==> src/rtl/neighbor_stream_arbiter_pkg.sv <==
// Shared constants, lane state and beat payload types for the neighbor stream arbiter.
package neighbor_stream_arbiter_pkg;

  localparam int unsigned NUM_BANKS      = 4;
  localparam int unsigned NUM_PE         = 4;
  localparam int unsigned NBR_ID_W       = 14;
  localparam int unsigned ITER_W         = 4;
  localparam int unsigned TIMEOUT_CYCLES = 64;
  localparam int unsigned PE_TAG_W       = $clog2(NUM_PE);
  localparam int unsigned BANK_W         = $clog2(NUM_BANKS);

  typedef enum logic [0:0] {
    IDLE   = 1'b0,
    STREAM = 1'b1
  } lane_state_e;

  typedef struct packed {
    logic                valid;
    logic [PE_TAG_W-1:0] pe_tag;
    logic                sos;
    logic                eos;
    logic [ITER_W-1:0]   num_iter;
    logic [NBR_ID_W-1:0] nbr_id;
  } bank_beat_t;

  typedef struct packed {
    logic                valid;
    logic                sos;
    logic                eos;
    logic [ITER_W-1:0]   num_iter;
    logic [NBR_ID_W-1:0] nbr_id;
    logic [BANK_W-1:0]   src_bank;
  } pe_beat_t;

  // Bank index offset by k, wrapping modulo NUM_BANKS.
  function automatic logic [BANK_W-1:0] bank_add(input logic [BANK_W-1:0] b,
                                                 input int unsigned k);
    return BANK_W'((32'(b) + k) % NUM_BANKS);
  endfunction

endpackage

==> src/rtl/neighbor_stream_arbiter_if.sv <==
// Bank-side and PE-side bundle of the neighbor stream arbiter; slave is the arbiter view.
interface neighbor_stream_arbiter_if;
  import neighbor_stream_arbiter_pkg::*;

  logic [NUM_BANKS-1:0]          bank_valid;
  logic [NUM_BANKS*PE_TAG_W-1:0] bank_pe_tag;
  logic [NUM_BANKS-1:0]          bank_sos;
  logic [NUM_BANKS-1:0]          bank_eos;
  logic [NUM_BANKS*ITER_W-1:0]   bank_num_iter;
  logic [NUM_BANKS*NBR_ID_W-1:0] bank_nbr_id;
  logic [NUM_BANKS-1:0]          bank_ready;
  logic [NUM_PE-1:0]             pe_valid;
  logic [NUM_PE-1:0]             pe_sos;
  logic [NUM_PE-1:0]             pe_eos;
  logic [NUM_PE*ITER_W-1:0]      pe_num_iter;
  logic [NUM_PE*NBR_ID_W-1:0]    pe_nbr_id;
  logic [NUM_PE*BANK_W-1:0]      pe_src_bank;
  logic                          proto_err;
  logic [NUM_PE-1:0]             timeout_err;

  modport master (
    output bank_valid, bank_pe_tag, bank_sos, bank_eos, bank_num_iter, bank_nbr_id,
    input  bank_ready, pe_valid, pe_sos, pe_eos, pe_num_iter, pe_nbr_id, pe_src_bank,
    input  proto_err, timeout_err
  );

  modport slave (
    input  bank_valid, bank_pe_tag, bank_sos, bank_eos, bank_num_iter, bank_nbr_id,
    output bank_ready, pe_valid, pe_sos, pe_eos, pe_num_iter, pe_nbr_id, pe_src_bank,
    output proto_err, timeout_err
  );

endinterface

==> src/rtl/neighbor_lane_rr_arb.sv <==
// One PE lane: round-robin stream lock, owner tracking and registered output beat.
// Stall watchdog is built only when NEIGHBOR_ARB_TIMEOUT_EN is defined.
module neighbor_lane_rr_arb
  import neighbor_stream_arbiter_pkg::*;
#(
  parameter int unsigned LANE = 0
) (
  input  logic                        clk,
  input  logic                        rst_n,
  input  bank_beat_t [NUM_BANKS-1:0]  beats,
  output logic [NUM_BANKS-1:0]        grant_c,
  output logic                        proto_c,
  output pe_beat_t                    beat,
  output logic                        timeout_err
);

  localparam logic [PE_TAG_W-1:0] TAG = PE_TAG_W'(LANE);

  lane_state_e          state, state_n;
  logic [BANK_W-1:0]    rr_ptr, rr_n, owner, owner_n, sel_c;
  logic                 accept_c, found_c, timeout_hit_c;
  logic [NUM_BANKS-1:0] sos_req_c;
  bank_beat_t           own_c;

  assign own_c = beats[owner];

  // Stream-start requests for this lane and illegal mid-stream beats on an idle lane.
  always_comb begin : req_decode
    sos_req_c = '0;
    proto_c   = 1'b0;
    for (int unsigned b = 0; b < NUM_BANKS; b++) begin
      if (beats[b].valid && beats[b].pe_tag == TAG) begin
        sos_req_c[b] = beats[b].sos;
        if (state == IDLE && !beats[b].sos) proto_c = 1'b1;
      end
    end
  end

  always_comb begin : next_state
    state_n  = state;
    rr_n     = rr_ptr;
    owner_n  = owner;
    grant_c  = '0;
    accept_c = 1'b0;
    found_c  = 1'b0;
    sel_c    = owner;
    case (state)
      IDLE: begin
        for (int unsigned i = 0; i < NUM_BANKS; i++) begin
          if (!found_c && sos_req_c[bank_add(rr_ptr, i)]) begin
            found_c = 1'b1;
            sel_c   = bank_add(rr_ptr, i);
          end
        end
        if (found_c) begin
          grant_c[sel_c] = 1'b1;
          accept_c       = 1'b1;
          if (beats[sel_c].eos) begin
            rr_n = bank_add(sel_c, 1);
          end else begin
            state_n = STREAM;
            owner_n = sel_c;
          end
        end
      end
      STREAM: begin
        // sos from the owner mid-stream is plain data.
        if (own_c.valid && own_c.pe_tag == TAG) begin
          grant_c[owner] = 1'b1;
          accept_c       = 1'b1;
          if (own_c.eos) begin
            state_n = IDLE;
            rr_n    = bank_add(owner, 1);
          end
        end else if (timeout_hit_c) begin
          state_n = IDLE;
          rr_n    = bank_add(owner, 1);
        end
      end
      default: state_n = IDLE;
    endcase
  end

  always_ff @(posedge clk or negedge rst_n) begin : state_reg
    if (!rst_n) begin
      state  <= IDLE;
      rr_ptr <= '0;
      owner  <= '0;
    end else begin
      state  <= state_n;
      rr_ptr <= rr_n;
      owner  <= owner_n;
    end
  end

  // Payload fields hold their last value between accepted beats.
  always_ff @(posedge clk or negedge rst_n) begin : out_reg
    if (!rst_n) begin
      beat <= '0;
    end else begin
      beat.valid <= accept_c;
      if (accept_c) begin
        beat.sos      <= beats[sel_c].sos;
        beat.eos      <= beats[sel_c].eos;
        beat.num_iter <= beats[sel_c].num_iter;
        beat.nbr_id   <= beats[sel_c].nbr_id;
        beat.src_bank <= sel_c;
      end
    end
  end

`ifdef NEIGHBOR_ARB_TIMEOUT_EN
  localparam int unsigned CNT_W = $clog2(TIMEOUT_CYCLES);

  logic [CNT_W-1:0] stall_cnt;

  assign timeout_hit_c = (state == STREAM) && !own_c.valid &&
                         (stall_cnt == CNT_W'(TIMEOUT_CYCLES - 1));

  always_ff @(posedge clk or negedge rst_n) begin : watchdog
    if (!rst_n) begin
      stall_cnt   <= '0;
      timeout_err <= 1'b0;
    end else begin
      if (state != STREAM || own_c.valid || timeout_hit_c) stall_cnt <= '0;
      else                                                  stall_cnt <= stall_cnt + CNT_W'(1);
      if (timeout_hit_c) timeout_err <= 1'b1;
    end
  end
`else
  assign timeout_hit_c = 1'b0;
  assign timeout_err   = 1'b0;
`endif

endmodule

==> src/rtl/neighbor_stream_arbiter.sv <==
// Shares the Edge-PE neighbor-ID lanes between bank controllers, one locked stream per lane.
// Optional per-lane stall watchdog: NEIGHBOR_ARB_TIMEOUT_EN.
module neighbor_stream_arbiter
  import neighbor_stream_arbiter_pkg::*;
(
  input logic                      clk,
  input logic                      reset,
  neighbor_stream_arbiter_if.slave bus
);

  bank_beat_t [NUM_BANKS-1:0]           beats;
  logic [NUM_PE-1:0][NUM_BANKS-1:0]     lane_grant_c;
  logic [NUM_PE-1:0]                    lane_proto_c;
  pe_beat_t [NUM_PE-1:0]                pe_beat;
  logic [NUM_PE-1:0]                    lane_timeout;
  logic [NUM_BANKS-1:0]                 ready_c;
  logic                                 proto_err;

  // Unpack the flat bank bus into per-bank beats, broadcast to every lane.
  always_comb begin : steer
    for (int unsigned b = 0; b < NUM_BANKS; b++) begin
      beats[b].valid    = bus.bank_valid[b];
      beats[b].pe_tag   = bus.bank_pe_tag[b*PE_TAG_W +: PE_TAG_W];
      beats[b].sos      = bus.bank_sos[b];
      beats[b].eos      = bus.bank_eos[b];
      beats[b].num_iter = bus.bank_num_iter[b*ITER_W +: ITER_W];
      beats[b].nbr_id   = bus.bank_nbr_id[b*NBR_ID_W +: NBR_ID_W];
    end
  end

  for (genvar l = 0; l < NUM_PE; l++) begin : g_lane
    neighbor_lane_rr_arb #(.LANE(l)) u_lane (
      .clk         (clk),
      .rst_n       (reset),
      .beats       (beats),
      .grant_c     (lane_grant_c[l]),
      .proto_c     (lane_proto_c[l]),
      .beat        (pe_beat[l]),
      .timeout_err (lane_timeout[l])
    );
  end

  // A bank's tag selects a single lane, so at most one lane grants it.
  always_comb begin : ready_or
    ready_c = '0;
    for (int unsigned l = 0; l < NUM_PE; l++) ready_c = ready_c | lane_grant_c[l];
  end

  assign bus.bank_ready = reset ? ready_c : '0;

  always_ff @(posedge clk or negedge reset) begin : proto_reg
    if (!reset) proto_err <= 1'b0;
    else        proto_err <= |lane_proto_c;
  end

  assign bus.proto_err   = proto_err;
  assign bus.timeout_err = lane_timeout;

  always_comb begin : pe_pack
    bus.pe_valid    = '0;
    bus.pe_sos      = '0;
    bus.pe_eos      = '0;
    bus.pe_num_iter = '0;
    bus.pe_nbr_id   = '0;
    bus.pe_src_bank = '0;
    for (int unsigned l = 0; l < NUM_PE; l++) begin
      bus.pe_valid[l]                        = pe_beat[l].valid;
      bus.pe_sos[l]                          = pe_beat[l].sos;
      bus.pe_eos[l]                          = pe_beat[l].eos;
      bus.pe_num_iter[l*ITER_W +: ITER_W]    = pe_beat[l].num_iter;
      bus.pe_nbr_id[l*NBR_ID_W +: NBR_ID_W]  = pe_beat[l].nbr_id;
      bus.pe_src_bank[l*BANK_W +: BANK_W]    = pe_beat[l].src_bank;
    end
  end

endmodule
==> src/flat_wrapper.sv <==
// flat-port wrapper written by rule: the top's interface ports become plain ports
module neighbor_stream_arbiter_flat import neighbor_stream_arbiter_pkg::*;
  (clk, reset, bus_bank_valid, bus_bank_pe_tag, bus_bank_sos, bus_bank_eos, bus_bank_num_iter, bus_bank_nbr_id, bus_bank_ready, bus_pe_valid, bus_pe_sos, bus_pe_eos, bus_pe_num_iter, bus_pe_nbr_id, bus_pe_src_bank, bus_proto_err, bus_timeout_err);
  neighbor_stream_arbiter_if bus_i ();
  input logic clk;
  input logic reset;
  input wire logic [$bits(bus_i.bank_valid)-1:0] bus_bank_valid;
  input wire logic [$bits(bus_i.bank_pe_tag)-1:0] bus_bank_pe_tag;
  input wire logic [$bits(bus_i.bank_sos)-1:0] bus_bank_sos;
  input wire logic [$bits(bus_i.bank_eos)-1:0] bus_bank_eos;
  input wire logic [$bits(bus_i.bank_num_iter)-1:0] bus_bank_num_iter;
  input wire logic [$bits(bus_i.bank_nbr_id)-1:0] bus_bank_nbr_id;
  output wire logic [$bits(bus_i.bank_ready)-1:0] bus_bank_ready;
  output wire logic [$bits(bus_i.pe_valid)-1:0] bus_pe_valid;
  output wire logic [$bits(bus_i.pe_sos)-1:0] bus_pe_sos;
  output wire logic [$bits(bus_i.pe_eos)-1:0] bus_pe_eos;
  output wire logic [$bits(bus_i.pe_num_iter)-1:0] bus_pe_num_iter;
  output wire logic [$bits(bus_i.pe_nbr_id)-1:0] bus_pe_nbr_id;
  output wire logic [$bits(bus_i.pe_src_bank)-1:0] bus_pe_src_bank;
  output wire logic [$bits(bus_i.proto_err)-1:0] bus_proto_err;
  output wire logic [$bits(bus_i.timeout_err)-1:0] bus_timeout_err;
  assign bus_i.bank_valid = bus_bank_valid;
  assign bus_i.bank_pe_tag = bus_bank_pe_tag;
  assign bus_i.bank_sos = bus_bank_sos;
  assign bus_i.bank_eos = bus_bank_eos;
  assign bus_i.bank_num_iter = bus_bank_num_iter;
  assign bus_i.bank_nbr_id = bus_bank_nbr_id;
  assign bus_bank_ready = bus_i.bank_ready;
  assign bus_pe_valid = bus_i.pe_valid;
  assign bus_pe_sos = bus_i.pe_sos;
  assign bus_pe_eos = bus_i.pe_eos;
  assign bus_pe_num_iter = bus_i.pe_num_iter;
  assign bus_pe_nbr_id = bus_i.pe_nbr_id;
  assign bus_pe_src_bank = bus_i.pe_src_bank;
  assign bus_proto_err = bus_i.proto_err;
  assign bus_timeout_err = bus_i.timeout_err;
  neighbor_stream_arbiter u_core (.clk(clk), .reset(reset), .bus(bus_i));
endmodule
==> config.mk <==
export PLATFORM = sky130hd
export DESIGN_NAME = neighbor_stream_arbiter_flat
export DESIGN_NICKNAME = d
export VERILOG_FILES = /design/src/rtl/neighbor_stream_arbiter_pkg.sv /design/src/rtl/neighbor_stream_arbiter_if.sv /design/src/rtl/neighbor_lane_rr_arb.sv /design/src/rtl/neighbor_stream_arbiter.sv /design/src/flat_wrapper.sv
export SDC_FILE = /design/constraint.sdc
export NUM_CORES = 1
export LEC_CHECK = 0
export ABC_AREA = 1
export ABC_CLOCK_PERIOD_IN_PS = 2500
export CAP_MARGIN = 10
export CORE_ASPECT_RATIO = 1.25
export CORE_MARGIN = 4
export CORE_UTILIZATION = 47
export DETAILED_ROUTE_END_ITERATION = 10
export DONT_BUFFER_PORTS = 1
export HOLD_SLACK_MARGIN = 0.12
export PLACE_DENSITY = 0.63
export SLEW_MARGIN = 40
export SYNTH_ARGS = -nofsm -noshare
export SYNTH_HDL_FRONTEND = slang
export SYNTH_SLANG_ARGS = --single-unit
==> constraint.sdc <==
create_clock -name clk -period 2.5 [get_ports clk]
set_input_delay 0.5 -clock clk [delete_from_list [all_inputs] [get_ports clk]]
set_output_delay 0.5 -clock clk [all_outputs]
set_load 0.005 [all_outputs]
==> results.md <==
* Critical Path RT at 2.00 ns
* Setup violators final at 30
* Vias in the first global route at 11536
* Nets at a little under 2000
* Clk Latency, worst-skew pair at between 0.4 and 0.5 ns
* Antenna violations before repair at 0
* Port bufs at 0
* Post-DRT Antenna Nets at 0
* Placed Cells at 2074
* Grt ovf at 0
* Crit path max fanout at 5
* Most flops, register: u_core.g_lane.u_lane.beat
* Status: complete, but fails checks
* Worst flop-to-flop path endpoint: u_core.g_lane[2].u_lane.beat[11]
* Final Cycle Share at 1.189
* Pre-antenna DRT Iters at 7
* WL final at roughly 44000 um
* Fin Hold WS at -0.2459 ns
* Syn. warnings at 0
* Violated checks: hold timing, setup timing
* Clock Skews at ~0.014 ns
* Drt wl/cell at roughly 20 um
* Die X-Extent at about 140 um
* Slew margin rel. at 0.6415
* Largest net degree at the start of global routing at around 120
* Largest register FFs at 92
* DR vias at 12708
* #FFs+latches synth at ~110
* Synth Instances at 1722
* ANT cells at 0
* CTS clk-pin slew, worst paths at roughly 0.070 ns
* Layout area overhead at 37.17%
* Die area at ~24000 um^2
* 1st-iter DRT viols at around 1500
* Post-layout min period at 2.972 ns
* Row count at 60
* DR vias/cell at 5.881
* Crit Path Class: register to output port
* Top_reg_cell synth: dfrtp_1
* Starting Density at 0.4764
* Setup ws final at -0.4724 ns
* Arr. time, crit path at ~2.5 ns
* R2R Setup Slk at -0.10 ns
* Final Slew Violations at 0
* R2R cell count at 17
* CP delay by family, top: simple AND/OR/NAND/NOR gates
* Asr flop ratio synth at 1.000
* Netlist cell types at between 40 and 50
* Total CTS buffers at 17
* Worst Setup Start Kind: register
* Largest regs: u_core.g_lane.u_lane.beat (92), u_core.g_lane.u_lane.owner (8), u_core.g_lane.u_lane.rr_ptr (8)
* CTS root buf: clkbuf_16
* RePlAce Congestion at ~0.99
* Die H at 173.2 um
* Non-filler instance count after layout at roughly 2200
* Core ar. at roughly 22000 um^2
* Global-route wire length before repair at roughly 63000 um
* Post-DP HPWL at 30110 um
* Post-synthesis sequential area ratio at 0.2755
* Number of I/O pins at approximately 200
* H-tree Lvls at 4
* Maxcap violations at 0
* Worst Max-Slew Pin Slew at around 0.54 ns
* Max incr delay on CP at 0.48 ns
* RR Startpoint: u_core.g_lane[2].u_lane.rr_ptr[0]
* Hold Vio Cnt, Final at roughly 110
* Post-Synthesis Cell Area at a little over 10000 um^2
* Clk buf depth at 2
* FILL cells at between 1500 and 2000
* Remaining DRCs at 0
* Average cell area after synthesis at a little under 6 um^2
* HP Class: input port to async pin
* Crit path cell chain: xnor2_4 -> nand3_2 -> nand2_4 -> nand2_2 -> inv_2 -> nand3_4 -> buf_6 -> nand3_1 -> nand2_2 -> nand3_1 -> nand4_1 -> nor2_2 -> nor2_1
* CP bufs+invs at 2
* CTS tree: built
* Share of cells above drive strength 1 at 0.2768
* Post-synth EDFFs at 0
* RSZ-0062 raised after global routing: true
* CP max-delay cell: dfrtp_2
* Fmax at ~340 MHz
* Overall routing resource usage at 0.3197
* Nature of the critical path endpoint: output port
* Clk sink count at 113
==> cell usage in the layout, fill, tap and decap left out, drive strengths merged, types with 2 or more instances in the layout <==
master / instances
or2: 8
o21a: 2
o2111ai: 4
a21boi: 3
clkinvlp: 3
clkbuf: 36
conb: 4
bufinv: 6
nand4: 35
inv: 153
o21ai: 41
o211ai: 4
nor2: 106
buf: 203
a221oi: 4
a21oi: 21
o221ai: 3
nor3: 12
o22ai: 6
clkinv: 7
nand2: 709
dfrtp: 113
xnor2: 3
nand3: 389
==> per-stage QoR <==
stage            util  setup TNS (ns)  setup slack [ns]  instance area (um^2)
3_5_place_dp   0.5334          -2.454           -0.1569                 11490
4_1_cts        0.5762          -1.481           -0.3728                 12410
6_report       0.6534          -2.319           -0.4724                 14080
3_3_place_gp   0.5334          -1.734           -0.1621                 11490
2_1_floorplan       -               0           0.01197                 10280
5_1_grt        0.6534          -12.12           -0.5582                 14080
==> Yosys cell counts (all sizes together) (2+ instances only) <==
library cell / instances / area [um^2]
dfrtp: 113 / 2828
clkbuf: 21 / 78.83
nor2: 106 / 456.7
nand4: 35 / 219.0
nand3: 389 / 2047
o211ai: 4 / 30.03
xnor2: 3 / 60.06
o21a: 2 / 15.01
a21boi: 3 / 30.03
o21ai: 41 / 220.2
buf: 74 / 493.0
nor3: 12 / 60.06
o2111ai: 4 / 35.03
or2: 8 / 50.05
nand2: 708 / 2770
inv: 153 / 576.8
a21oi: 21 / 105.1
a221oi: 4 / 35.03
clkinv: 3 / 11.26
o221ai: 3 / 26.28
o22ai: 6 / 37.54
==> worst max path at each step <==
stage	start	endpoint	slack [ns]	cells past startpoint
3_3_place_gp	bus_bank_pe_tag[6]	bus_bank_ready[0]	-0.16	15
4_1_cts	u_core.g_lane[2].u_lane.rr_ptr[0]	bus_bank_ready[0]	-0.37	14
5_1_grt	u_core.g_lane[3].u_lane.rr_ptr[0]	bus_bank_ready[3]	-0.56	13
2_1_floorplan	bus_bank_pe_tag[0]	bus_bank_ready[2]	0.01	18
6_report	u_core.g_lane[1].u_lane.rr_ptr[0]	bus_bank_ready[1]	-0.47	13
3_5_place_dp	bus_bank_pe_tag[6]	bus_bank_ready[0]	-0.16	14
==> per-layer routing <==
| metal | GRT usage | routed length (um) |
|---|---|---|
| met1 | 0.4010 | 15790 |
| met2 | 0.5294 | 20870 |
| met3 | 0.06429 | 4337 |
| met4 | 0.1446 | 3253 |
| met5 | 0 | 0 |
==> final cells by class <==
class / instances / area (um^2) / share of cell area
well taps: 279 / 349.1 / 0.02480
inverters: 156 / 629.4 / 0.04470
clock inverters: 13 / 231.5 / 0.01644
clock buffers: 19 / 452.9 / 0.03217
repair buffers: 220 / 2410 / 0.1712
flip-flops and latches: 113 / 2836 / 0.2015
multi-input cells: 1361 / 7169 / 0.5092
==> logic make-up (layout without fill, tap and decap cells) <==
group | after synthesis | after routing | synth area share
AND/OR/NAND/NOR | 1259 | 1260 | 0.5466
buffers and inverters | 252 | 408 | 0.1139
flip-flops | 113 | 113 | 0.2755
AO/OA/AOI/OAI | 93 | 93 | 0.05620
XOR/XNOR | 4 | 4 | 0.007437
other | 1 | 4 | 0.0003654
==> worst reg2reg max path, delay by kind of cell (launching register included) <==
kind,cells,cell delay (ns)
xor+xnor,1,0.22
buf+inv,5,0.65
flops,1,0.48
simple gates,11,1.15
==> timing repair <==
item,4_1_cts,5_1_grt
pin swaps,30,97
gates cloned,0,23
resized for setup,65,217
buffers inserted,6,30
endpoints found under the setup margin,31,91
endpoints found under the hold margin,113,113
Power is left out: the tool's default activity adds up to more than one toggle a clock period on the data nets, which glitch-free logic cannot reach.
